**config.mk**
```make
export PLATFORM = sky130hd
export DESIGN_NAME = vli_encoder
export DESIGN_NICKNAME = d
export VERILOG_FILES = /design/src/rtl/vli_encoder.sv
export SDC_FILE = /design/constraint.sdc
export NUM_CORES = 1
export LEC_CHECK = 0
export BUFFER_PORTS_ARGS = -buffer_cell sky130_fd_sc_hd__clkbuf_2
export CAP_MARGIN = 15
export CORE_MARGIN = 3
export CORE_UTILIZATION = 60
export CTS_CLUSTER_SIZE = 25
export DETAILED_ROUTE_END_ITERATION = 8
export PLACE_DENSITY = 0.86
export SLEW_MARGIN = 20
export SYNTH_ARGS = -nofsm -noshare
export SYNTH_HDL_FRONTEND = slang
export SYNTH_SLANG_ARGS = --single-unit
```
**constraint.sdc**
```tcl
create_clock -name clk -period 9 [get_ports clk]
set_clock_uncertainty 0.15 [all_clocks]
set_input_delay 0.9 -clock clk [delete_from_list [all_inputs] [get_ports clk]]
set_output_delay 0.9 -clock clk [all_outputs]
set_load 0.02 [all_outputs]
```
**src/rtl/vli_encoder.sv**
```systemverilog
// Purpose: JPEG VLI encoder. Maps each zig-zag coefficient (DC predicted, AC direct) to a {size, symbol} pair.
// Latency: 2 cycles from input accept to out_valid. Throughput is one pair per cycle.
// Backpressure: valid/ready on both sides. in_ready = !s1_valid | !s2_valid | out_ready. Outputs hold while stalled.
//
// Ports:
//   clk, reset (async, active-low)
//   in_valid/in_ready/in_coef/in_is_dc : coefficient stream
//   restart                            : one-cycle pulse that clears the DC predictor
//   out_valid/out_ready/out_size/out_symbol : encoded pair stream
//   range_err                          : sticky flag, set when a value was clamped to +/-2047
module vli_encoder #(
  parameter int COEF_W = 12,
  parameter int SIZE_W = 4,
  parameter int SYM_W  = 11
) (
  input  logic                     clk,
  input  logic                     reset,
  input  logic                     in_valid,
  output logic                     in_ready,
  input  logic signed [COEF_W-1:0] in_coef,
  input  logic                     in_is_dc,
  input  logic                     restart,
  output logic                     out_valid,
  input  logic                     out_ready,
  output logic [SIZE_W-1:0]        out_size,
  output logic [SYM_W-1:0]         out_symbol,
  output logic                     range_err
);

  localparam int MAXV = (1 << SYM_W) - 1;
  localparam logic signed [COEF_W:0] VMAX = (COEF_W+1)'(MAXV);
  localparam logic signed [COEF_W:0] VMIN = -VMAX;

  // Pipeline and predictor state
  logic signed [COEF_W-1:0] pred_q, pred_d;
  logic                     s1_valid_q, s1_valid_d;
  logic signed [SYM_W:0]    s1_v_q, s1_v_d;
  logic                     s2_valid_q, s2_valid_d;
  logic [SIZE_W-1:0]        size_q, size_d;
  logic [SYM_W-1:0]         sym_q, sym_d;
  logic                     err_q, err_d;

  logic                     s2_adv, s1_adv, acc;
  logic signed [COEF_W:0]   coef_ext, pred_eff, v_raw;
  logic signed [SYM_W:0]    v_clamp;
  logic                     clamped;
  logic signed [SYM_W:0]    mag_full;
  logic [SYM_W-1:0]         mag, mask;
  logic [SIZE_W-1:0]        enc_size;
  logic [SYM_W-1:0]         enc_sym;

  assign s2_adv   = !s2_valid_q || out_ready;
  assign s1_adv   = !s1_valid_q || s2_adv;
  assign in_ready = s1_adv;
  assign acc      = in_valid && in_ready;

  // Select and clamp the value to encode. A restart on the same cycle
  // makes this DC use a zero predictor.
  always_comb begin
    coef_ext = {in_coef[COEF_W-1], in_coef};
    pred_eff = restart ? '0 : {pred_q[COEF_W-1], pred_q};
    v_raw    = in_is_dc ? (coef_ext - pred_eff) : coef_ext;
    clamped  = 1'b0;
    v_clamp  = v_raw[SYM_W:0];
    if (v_raw > VMAX) begin
      v_clamp = VMAX[SYM_W:0];
      clamped = 1'b1;
    end else if (v_raw < VMIN) begin
      v_clamp = VMIN[SYM_W:0];
      clamped = 1'b1;
    end
  end

  // Category is the bit length of |v|. Negative values send the ones'
  // complement of |v| in the low size bits.
  always_comb begin
    mag_full = s1_v_q[SYM_W] ? -s1_v_q : s1_v_q;
    mag      = mag_full[SYM_W-1:0];
    enc_size = '0;
    for (int i = 0; i < SYM_W; i++) begin
      if (mag[i]) enc_size = SIZE_W'(i + 1);
    end
    mask    = ~({SYM_W{1'b1}} << enc_size);
    enc_sym = s1_v_q[SYM_W] ? (~mag & mask) : mag;
  end

  always_comb begin
    pred_d     = pred_q;
    s1_valid_d = s1_valid_q;
    s1_v_d     = s1_v_q;
    s2_valid_d = s2_valid_q;
    size_d     = size_q;
    sym_d      = sym_q;
    err_d      = err_q;

    // The predictor tracks the raw coefficient, never the clamped difference.
    if (acc && in_is_dc) pred_d = in_coef;
    else if (restart)    pred_d = '0;

    if (acc && clamped) err_d = 1'b1;

    if (s1_adv) begin
      s1_valid_d = acc;
      if (acc) s1_v_d = v_clamp;
    end

    if (s2_adv) begin
      s2_valid_d = s1_valid_q;
      if (s1_valid_q) begin
        size_d = enc_size;
        sym_d  = enc_sym;
      end
    end
  end

  always_ff @(posedge clk or negedge reset) begin
    if (!reset) begin
      pred_q     <= '0;
      s1_valid_q <= 1'b0;
      s1_v_q     <= '0;
      s2_valid_q <= 1'b0;
      size_q     <= '0;
      sym_q      <= '0;
      err_q      <= 1'b0;
    end else begin
      pred_q     <= pred_d;
      s1_valid_q <= s1_valid_d;
      s1_v_q     <= s1_v_d;
      s2_valid_q <= s2_valid_d;
      size_q     <= size_d;
      sym_q      <= sym_d;
      err_q      <= err_d;
    end
  end

  assign out_valid  = s2_valid_q;
  assign out_size   = size_q;
  assign out_symbol = sym_q;
  assign range_err  = err_q;

endmodule
```
==> results of run 1 <==
kinds of logic (layout without fill, tap and decap cells):
group / after synthesis / after routing
simple gates: 160 / 160
compound gates: 111 / 111
xor+xnor: 16 / 16
fa+ha+maj: 16 / 16
mux: 9 / 9
buf+inv: 33 / 51
flops: 42 / 42
flip-flops by register name, summed over array words and instances, names as in the netlist:
signal	cells
out_valid	1
out_symbol	11
s1_v_q	12
range_err	1
pred_q	12
out_size	4
s1_valid_q	1
stage by stage:
step                      worst slack [ps]  hold WS [ps]  cells
after floorplan                       5540           321    387
after global placement                5090           309    464
after detailed placement              4970           314    464
after CTS                             5250           335    472
after global routing                  4910           381    472
final                                 5180           332    472
critical path, cell delays in order:
cell	delay, ps
clkbuf_2	170
nor2b_1	180
ha_1	180
inv_1	50
fa_1	420
a211oi_1	280
o21a_1	260
o21ai_1	130
a41oi_1	280
o21ai_1	150
nor2_1	550
a311oi_1	140
a31oi_1	200
layout make-up:
type | instances | area [µm²]
clock buffer | 7 | 76.3
clock inverter | 1 | 30.0
fill | 427 | 1480
inverter | 8 | 30.0
multi-input combinational | 312 | 1990
sequential | 42 | 1050
tap | 67 | 83.8
timing repair buffer | 35 | 175
where the power goes:
group | switching (mW) | internal (mW) | total (mW)
clock network | 0.0725 | 0.0832 | 0.156
registers | 0.0540 | 0.224 | 0.278
logic | 0.157 | 0.102 | 0.259
total | 0.284 | 0.409 | 0.693
routing by layer:
metal,GRT usage,vias up,wire (µm),part of all wire
li1,-,1422,-,-
met1,0.367,1396,3480,0.46
met2,0.423,121,3450,0.46
met3,0.0510,14,533,0.070
met4,0.0664,0,106,0.014
met5,0,-,0,0
how the worst max path moves through the flow:
stage	start	endpoint	slack (ps)	cells after the start
detailed placement	restart	s1_v_q[9]$_DFFE_PN0P_	4970	13
floorplan	restart	s1_v_q[9]$_DFFE_PN0P_	5540	11
global route	restart	s1_v_q[0]$_DFFE_PN0P_	4910	13
CTS	restart	s1_v_q[9]$_DFFE_PN0P_	5250	13
global placement	restart	s1_v_q[9]$_DFFE_PN0P_	5090	13
finish	restart	s1_v_q[0]$_DFFE_PN0P_	5180	13
cell usage after synthesis (all sizes together) (2+ instances only):
library cell	number
nand2	51
dfrtp	42
nor2	31
o21ai	30
a21oi	21
nand2b	21
clkbuf	17
ha	15
nor3	13
a31oi	11
nand3	10
xor2	10
buf	8
inv	8
nor2b	8
o22a	6
xnor2	6
and3	5
mux2i	5
nor4	5
o211ai	5
o31ai	5
a211o	4
mux2	4
or3	4
a21o	3
and2	3
o21a	3
a211oi	2
a21boi	2
a22oi	2
a2bb2oi	2
a311oi	2
nand3b	2
nand4	2
o21bai	2
o22ai	2
or4	2
==> flow_metrics.py, run 1 <==
metrics = {
    "status": {
        "status": "finished, final reports clean",
    },
    "synthesis": {
        "yosysWarningCount": 0,
        "synthAdderAreaFrac": 0.0654,
        "yosysSeqAreaShare": 0.331,
        "synth-simple-area-share": 0.257,
        "synth_area_mm2": 0.00317,
        "yosys.area_share.xor_xnor": 0.0441,
        "synthMuxAreaShare": 0.0300,
        "synth_compound_gate_area_share": 0.230,
        "ys.flop_type": "dfrtp_1",
        "synthTopCellsByArea": "dfrtp_1, ha_1, nand2_1, nand2b_1, o21ai_0",
        "syn_area_per_cell_um2": 8.20,
        "yosysTopAreaCellShare": 0.331,
        "ys_seq_elements": 42,
        "synth_top_family_by_area": "simple AND/OR/NAND/NOR gates",
        "synthCells": 387,
        "synth_enable_flop_cells": 0,
        "synth_cell_types": 57,
        "async_flop_share": 1.00,
        "synth_top_area_cell": "dfrtp_1",
        "syn-num-nets": 421,
    },
    "route": {
        "final_antenna_net_count": 0,
        "drt_wl_total_um": 7570,
        "drc": 0,
        "via_count": 2953,
        "drt_first_iter_violations": 321,
        "via_per_inst": 6.26,
        "dr.pass1.iters": 5,
        "wl_per_cell_um": 16.0,
    },
    "clocking": {
        "cts_buffers": 5,
        "cts.htree.levels": 2,
        "cts_buffer_depth": 2,
        "post_cts_resized": 0,
        "tritoncts": "built",
        "clockRootBuffer": "clkbuf_8",
        "insertion_delay_ps": 310,
        "path_clk_slew_ps": 90,
        "holdBufCountCts": 0,
        "cts_setup_buffers": 0,
        "cts_sinks": 42,
    },
    "placement": {
        "hpwl_um": 5400,
        "numPortBuffers": 35,
        "dpl_cell_area_mm2": 0.00333,
        "gp_congestion": 0.952,
    },
    "timing": {
        "finalSetupTns_ps": 0,
        "fmax_mhz": 262,
        "finalMaxSlewViolations": 0,
        "max-slew-margin-rel": 0.364,
        "setup_viol": 0,
        "rsz0062_at_grt": "no",
        "layout_min_cycle_time_ps": 3820,
        "hold_viol": 0,
        "fin_crit_sh": 0.424,
        "worst_slew_pin_slew_ps": 954,
    },
    "critical_path": {
        "timing.rr.end": "out_symbol[4]$_DFFE_PN0P_",
        "cp-start-kind": "input pin",
        "worst_ep_arrival_time_ps": 3890,
        "worst-path-max-fanout": 12,
        "r2r_slack_ps": 5510,
        "required_ps": 9070,
        "crit_type": "input pin to flip-flop",
        "r2r_cells": 10,
        "cp-end-kind": "flip-flop",
        "r2r_start": "s1_v_q[0]$_DFFE_PN0P_",
    },
    "die": {
        "die-area_mm2": 0.00620,
        "die_h_um": 78.7,
        "die_x_um": 78.7,
        "start_util": 0.646,
        "coreArea_mm2": 0.00491,
        "pin_count": 36,
        "row_count": 25,
    },
    "pwr": {
        "leakage_nw": 1.47,
        "total_power_mw": 0.693,
        "p_per_area_mw_per_mm2": 202,
        "ir_worst_vdd_uv": 122,
    },
    "global_route": {
        "grt_max_degree": 43,
        "antenna_found_initial": 0,
        "grt.overflow.total": 0,
        "grt.total_usage": 0.264,
        "grt_pass1_wl_um": 13200,
        "grt_pass1_vias": 2822,
    },
    "layout": {
        "final_cell_area_mm2": 0.00343,
        "final_common_cell": "nand2_1",
        "syn_to_final_growth_pct": 8.16,
        "layout-drive-gt1-share": 0.128,
        "nets": 438,
        "final_cell_mix": "nand2_1, dfrtp_1, clkbuf_2, nor2_1, o21ai_0",
        "final_util": 0.699,
        "n_antenna_cell": 0,
    },
    "min_path": {
        "min_path_cells": 2,
        "hp-start": "out_size[1]$_DFFE_PN0P_",
        "min_to": "out_size[1]$_DFFE_PN0P_",
        "hold_path.class": "flip-flop to flip-flop",
    },
    "job": {
        "maxCapViolCount": 0,
    },
}
No activity file was read; power rests on OpenSTA's default activity.
==> run 2: changes to the inputs <==
CORE_UTILIZATION = 53   (was 60)
PLACE_DENSITY = 0.8   (was 0.86)
clock period = 3.12 ns   (was 9 ns; I/O delays follow)
==> run 2 against run 1 <==
  * The flow now finishes with violations (hold timing)
  * Sequential power rose to 2.7 times the previous value
  * Hold slack lost 340 ps
  * Flip-flop and latch count is the same
  * Clock power rose by 130%
  * Non-clock buffer count grew 11
  * Sequential share of layout area decreased by 0.84 points
==> flow_metrics.py, run 2 (same netlist as run 1, synthesis figures left out) <==
metrics = {
    "clocking": {
        "insertion_delay_ps": 300,
        "holdBufCountCts": 0,
        "cts.htree.levels": 2,
        "cts_buffer_depth": 2,
        "cts_buffers": 5,
        "clockRootBuffer": "clkbuf_8",
        "path_clk_slew_ps": 90,
        "cts_setup_buffers": 0,
        "cts_sinks": 42,
        "tritoncts": "built",
    },
    "layout": {
        "syn_to_final_growth_pct": 11.2,
        "final_cell_area_mm2": 0.00353,
        "fillers": 525,
        "multi_input_area_mm2": 0.00201,
        "n_antenna_cell": 0,
        "final_cell_mix": "nand2_1, dfrtp_1, clkbuf_2, nor2_1, o21ai_0",
        "nets": 449,
        "layout-drive-gt1-share": 0.166,
        "final_common_cell": "nand2_1",
        "ff_latch_area_mm2": 0.00105,
    },
    "route": {
        "dr.pass1.iters": 5,
        "via_count": 2885,
        "via_per_inst": 5.91,
        "final_antenna_net_count": 0,
        "wl_per_cell_um": 15.0,
        "drt_first_iter_violations": 169,
        "drc": 0,
        "drt_wl_total_um": 7300,
    },
    "critical_path": {
        "worst_ep_arrival_time_ps": 3140,
        "cp_slowest_cell": "fa_1",
        "worst-path-max-fanout": 3,
        "cp-end-kind": "flip-flop",
        "r2r_start": "pred_q[0]$_DFFE_PN0P_",
        "timing.rr.end": "s1_v_q[0]$_DFFE_PN0P_",
        "required_ps": 3200,
        "crit_buf_inv": 1,
        "worstPathCellList": "nor2b_1 > ha_1 > inv_1 > fa_1 > a211oi_2 > o21a_1 > o21ai_1 > xor2_1 > mux2_2 > nor4_2 > a311oi_2 > a31oi_1",
        "crit_type": "flip-flop to flip-flop",
        "r2r_cells": 12,
        "r2r_slack_ps": 60,
        "cp_slowest_stage_delay_ps": 430,
        "critical-path-top-delay-family": "compound AO/OA/AOI/OAI gates",
        "cp-start-kind": "flip-flop",
    },
    "timing": {
        "finalSetupTns_ps": 0,
        "fin_crit_sh": 0.982,
        "layout_min_cycle_time_ps": 3060,
        "hold_viol": 12,
        "finalMaxSlewViolations": 0,
        "worst_slack_ps": 56.6,
        "setup_viol": 0,
        "max-slew-margin-rel": 0.380,
        "whs_ps": -9.00,
        "fmax_mhz": 326,
        "worst_slew_pin_slew_ps": 929,
    },
    "placement": {
        "pre_cts_slack_ps": -48.2,
        "dpl_cell_area_mm2": 0.00342,
        "hpwl_um": 5430,
        "numPortBuffers": 35,
        "gp_congestion": 0.895,
    },
    "pwr": {
        "power_frac_comb": 0.420,
        "p_clk_frac": 0.185,
        "leakage_nw": 1.52,
        "p_int_mw": 1.12,
        "p_switching_mw": 0.800,
        "p_seq_frac": 0.395,
        "ir_worst_vdd_uv": 284,
        "p_per_area_mw_per_mm2": 545,
        "switching_share": 0.416,
    },
    "status": {
        "failed_checks": "hold timing",
        "status": "finished, violations left",
    },
    "job": {
        "maxCapViolCount": 0,
    },
    "die": {
        "row_count": 27,
        "die_h_um": 83.4,
        "start_util": 0.563,
        "pin_count": 36,
        "coreArea_mm2": 0.00564,
        "die-area_mm2": 0.00695,
        "die_x_um": 83.4,
    },
    "global_route": {
        "antenna_found_initial": 0,
        "grt.total_usage": 0.216,
        "grt_pass1_vias": 2792,
        "grt.overflow.total": 0,
        "grt_pass1_wl_um": 12700,
        "grt_max_degree": 43,
    },
    "min_path": {
        "hold_path.class": "input pin to asynchronous set/reset pin",
    },
}
## run 2: through the flow
| stage | power (mW) | util | std cells |
|---|---|---|---|
| 4_1_cts | 1.92 | 0.621 | 488 |
| 5_1_grt | 2.06 | 0.626 | 488 |
| 6_report | 1.92 | 0.626 | 488 |
| 3_5_place_dp | 1.56 | 0.605 | 480 |
| 3_3_place_gp | 1.54 | 0.605 | 480 |
| 2_1_floorplan | 1.35 | - | 387 |
## run 2: worst max-delay path by stage
stage / start / to / depth (start not counted)
after floorplan: restart / s1_v_q[9]$_DFFE_PN0P_ / 11
after global placement: restart / s1_v_q[2]$_DFFE_PN0P_ / 13
after detailed placement: restart / s1_v_q[3]$_DFFE_PN0P_ / 13
after CTS: pred_q[0]$_DFFE_PN0P_ / s1_v_q[3]$_DFFE_PN0P_ / 12
after global routing: pred_q[0]$_DFFE_PN0P_ / s1_v_q[0]$_DFFE_PN0P_ / 12
final: pred_q[0]$_DFFE_PN0P_ / s1_v_q[0]$_DFFE_PN0P_ / 12
## run 2: power by group through the flow
stage | sequential (mW) | clock (mW) | combinational, mW
3_5_place_dp | 0.772 | 0 | 0.793
4_1_cts | 0.760 | 0.363 | 0.797
6_report | 0.761 | 0.355 | 0.808
3_3_place_gp | 0.765 | 0 | 0.774
5_1_grt | 0.779 | 0.381 | 0.900
2_1_floorplan | 0.784 | 0 | 0.562
## run 2: layout make-up
class	count	share of cell area
Tap cell	72	0.0255
Clock buffer	6	0.0206
Clock inverter	2	0.00390
Sequential cell	42	0.298
Inverter	8	0.00851
Timing Repair Buffer	46	0.0730
Multi-Input combinational cell	312	0.571
## run 2: layer usage
metal / wire length, µm / global-route usage / up-vias
met5: 0 / 0 / -
met4: 138 / 0.0684 / 0
met3: 254 / 0.0347 / 16
met2: 3700 / 0.381 / 67
met1: 3200 / 0.270 / 1352
li1: - / - / 1450
## run 2: what timing repair did
item / 4_1_cts / 5_1_grt
setup endpoints to repair: 0 / 10
endpoints found under the hold margin: 0 / 0
gates resized for setup: 0 / 5
==> run 3: changes to the inputs <==
CAP_MARGIN = 20   (was 15)
PLACE_DENSITY = 0.76   (was 0.8)
REMOVE_ABC_BUFFERS = 1   (was unset)
==> run 3 against run 2 <==
  * The flow now finishes without violations
  * Critical path depth unchanged
  * Hold slack better by 17 ps
  * Via count down 0.28%
  * Non-clock buffer count up 2
  * Power up 4.6%
  * First-iteration DRC count down 3.0%
  * Sequential share of layout area down 0.30 points
  * Combinational power down 0.9%
==> flow_metrics.py, run 3 (same netlist as run 1, synthesis figures left out) <==
metrics = {
    "clocking": {
        "clockRootBuffer": "clkbuf_8",
        "insertion_delay_ps": 300,
        "cts.htree.levels": 2,
        "cts_sinks": 42,
        "tritoncts": "built",
        "cts_buffer_depth": 2,
        "holdBufCountCts": 0,
        "path_clk_slew_ps": 80,
        "cts_buffers": 5,
    },
    "route": {
        "met2WireLength_um": 3600,
        "final_antenna_net_count": 0,
        "wl_per_cell_um": 15.0,
        "wl_met1_um": 3210,
        "drt_wl_total_um": 7330,
        "via_count": 2877,
        "drt_first_iter_violations": 164,
        "via_per_inst": 5.87,
        "drc": 0,
        "routed.top_layer": "met4",
        "dr.pass1.iters": 4,
        "wl_met3_um": 337,
    },
    "timing": {
        "worst_slew_pin_slew_ps": 952,
        "hold_viol": 0,
        "layout_min_cycle_time_ps": 2920,
        "rsz0062_at_grt": "no",
        "finalMaxSlewViolations": 0,
        "fin_crit_sh": 0.936,
        "max-slew-margin-rel": 0.365,
        "setup_viol": 0,
        "finalSetupTns_ps": 0,
        "fmax_mhz": 343,
    },
    "global_route": {
        "grt.overflow.total": 0,
        "grt_pass1_vias": 2810,
        "grt.total_usage": 0.218,
        "grt_max_degree": 43,
        "antenna_found_initial": 0,
        "grt_pass1_wl_um": 12800,
    },
    "critical_path": {
        "required_ps": 3190,
        "cp-start-kind": "flip-flop",
        "worst-path-max-fanout": 3,
        "cp-end-kind": "flip-flop",
        "worst_ep_arrival_time_ps": 2990,
        "r2r_cells": 12,
        "crit_type": "flip-flop to flip-flop",
    },
    "layout": {
        "syn_to_final_growth_pct": 12.3,
        "n_antenna_cell": 0,
        "layout-drive-gt1-share": 0.175,
        "final_common_cell": "nand2_1",
        "final_cell_mix": "nand2_1, dfrtp_1, clkbuf_2, nor2_1, o21ai_0",
        "final_cell_area_mm2": 0.00357,
        "nets": 451,
    },
    "die": {
        "die_h_um": 83.4,
        "row_count": 27,
        "die-area_mm2": 0.00695,
        "die_x_um": 83.4,
        "pin_count": 36,
        "coreArea_mm2": 0.00564,
        "start_util": 0.563,
    },
    "placement": {
        "hpwl_um": 5440,
        "dpl_cell_area_mm2": 0.00342,
        "numPortBuffers": 35,
        "gp_congestion": 0.912,
    },
    "job": {
        "maxCapViolCount": 0,
    },
    "pwr": {
        "leakage_nw": 1.54,
        "p_per_area_mw_per_mm2": 564,
        "ir_worst_vdd_uv": 277,
    },
    "min_path": {
        "hold_path.class": "input pin to asynchronous set/reset pin",
    },
    "status": {
        "status": "finished, final reports clean",
    },
}
==> run 3: cell types whose count changed in the layout (fill, tap and decap cells not counted), sizes merged <==
cell    delta
clkbuf     -1
bufinv     +1
buf        +2
==> run 3: worst paths after layout <==
path,start,endpoint,slack [ps]
worst max-delay path,pred_q[0]$_DFFE_PN0P_,s1_v_q[0]$_DFFE_PN0P_,200
worst min-delay path,reset,out_size[1]$_DFFE_PN0P_,8
worst max register to register,pred_q[0]$_DFFE_PN0P_,s1_v_q[0]$_DFFE_PN0P_,200
worst min register to register,out_size[2]$_DFFE_PN0P_,out_size[2]$_DFFE_PN0P_,330
max in group asynchronous,reset,pred_q[0]$_DFFE_PN0P_,2220
min in group clk,in_valid,s1_valid_q$_DFFE_PN0N_,90
==> run 3: per-layer routing <==
metal  up-vias  global-route usage
met5         -                   0
met4         0              0.0966
met3        14              0.0367
met2        80               0.370
met1      1331               0.270
li1       1452                   -
==> run 3: what timing repair did <==
| action | in CTS | in global routing |
|---|---|---|
| hold endpoints to repair | 0 | 0 |
| resized for setup | 0 | 6 |
| setup endpoints to repair | 0 | 12 |
| setup buffers | 0 | 1 |
==> run 3: where the power goes <==
group	leakage [nW]	switching [mW]	internal, mW
clock network	0.0579	0.200	0.236
registers	0.498	0.127	0.648
logic	0.982	0.480	0.321
==> run 3: critical path, cell delays in order (launching register included) <==
cell and delay (ps):
dfrtp_1 320, nor2b_2 150, ha_1 180, inv_1 60
fa_2 370, a21o_1 180, a21oi_1 170, xnor2_1 80
mux2_2 280, a2111o_1 360, nor4_2 220, a311oi_1 140
a31oi_1 190
==> run 3: final cells by class <==
cell class	instances	area, µm²
multi-input combinational	312	2010
sequential	42	1050
tap	72	90.1
fill	502	2080
clock buffer	5	68.8
clock inverter	3	40.0
inverter	8	30.0
timing repair buffer	48	273
==> run 3: metrics by stage <==
step | hold WS (ps) | total power, mW | instances | utilization | setup slack, ps
floorplan | -134 | 1.31 | 362 | - | 294
global placement | 307 | 1.55 | 481 | 0.607 | 35.2
detailed placement | 322 | 1.57 | 481 | 0.607 | -92.0
CTS | 69.5 | 2.01 | 489 | 0.626 | 51.0
global route | 71.1 | 2.15 | 490 | 0.632 | 0.973
finish | 8.25 | 2.01 | 490 | 0.632 | 200
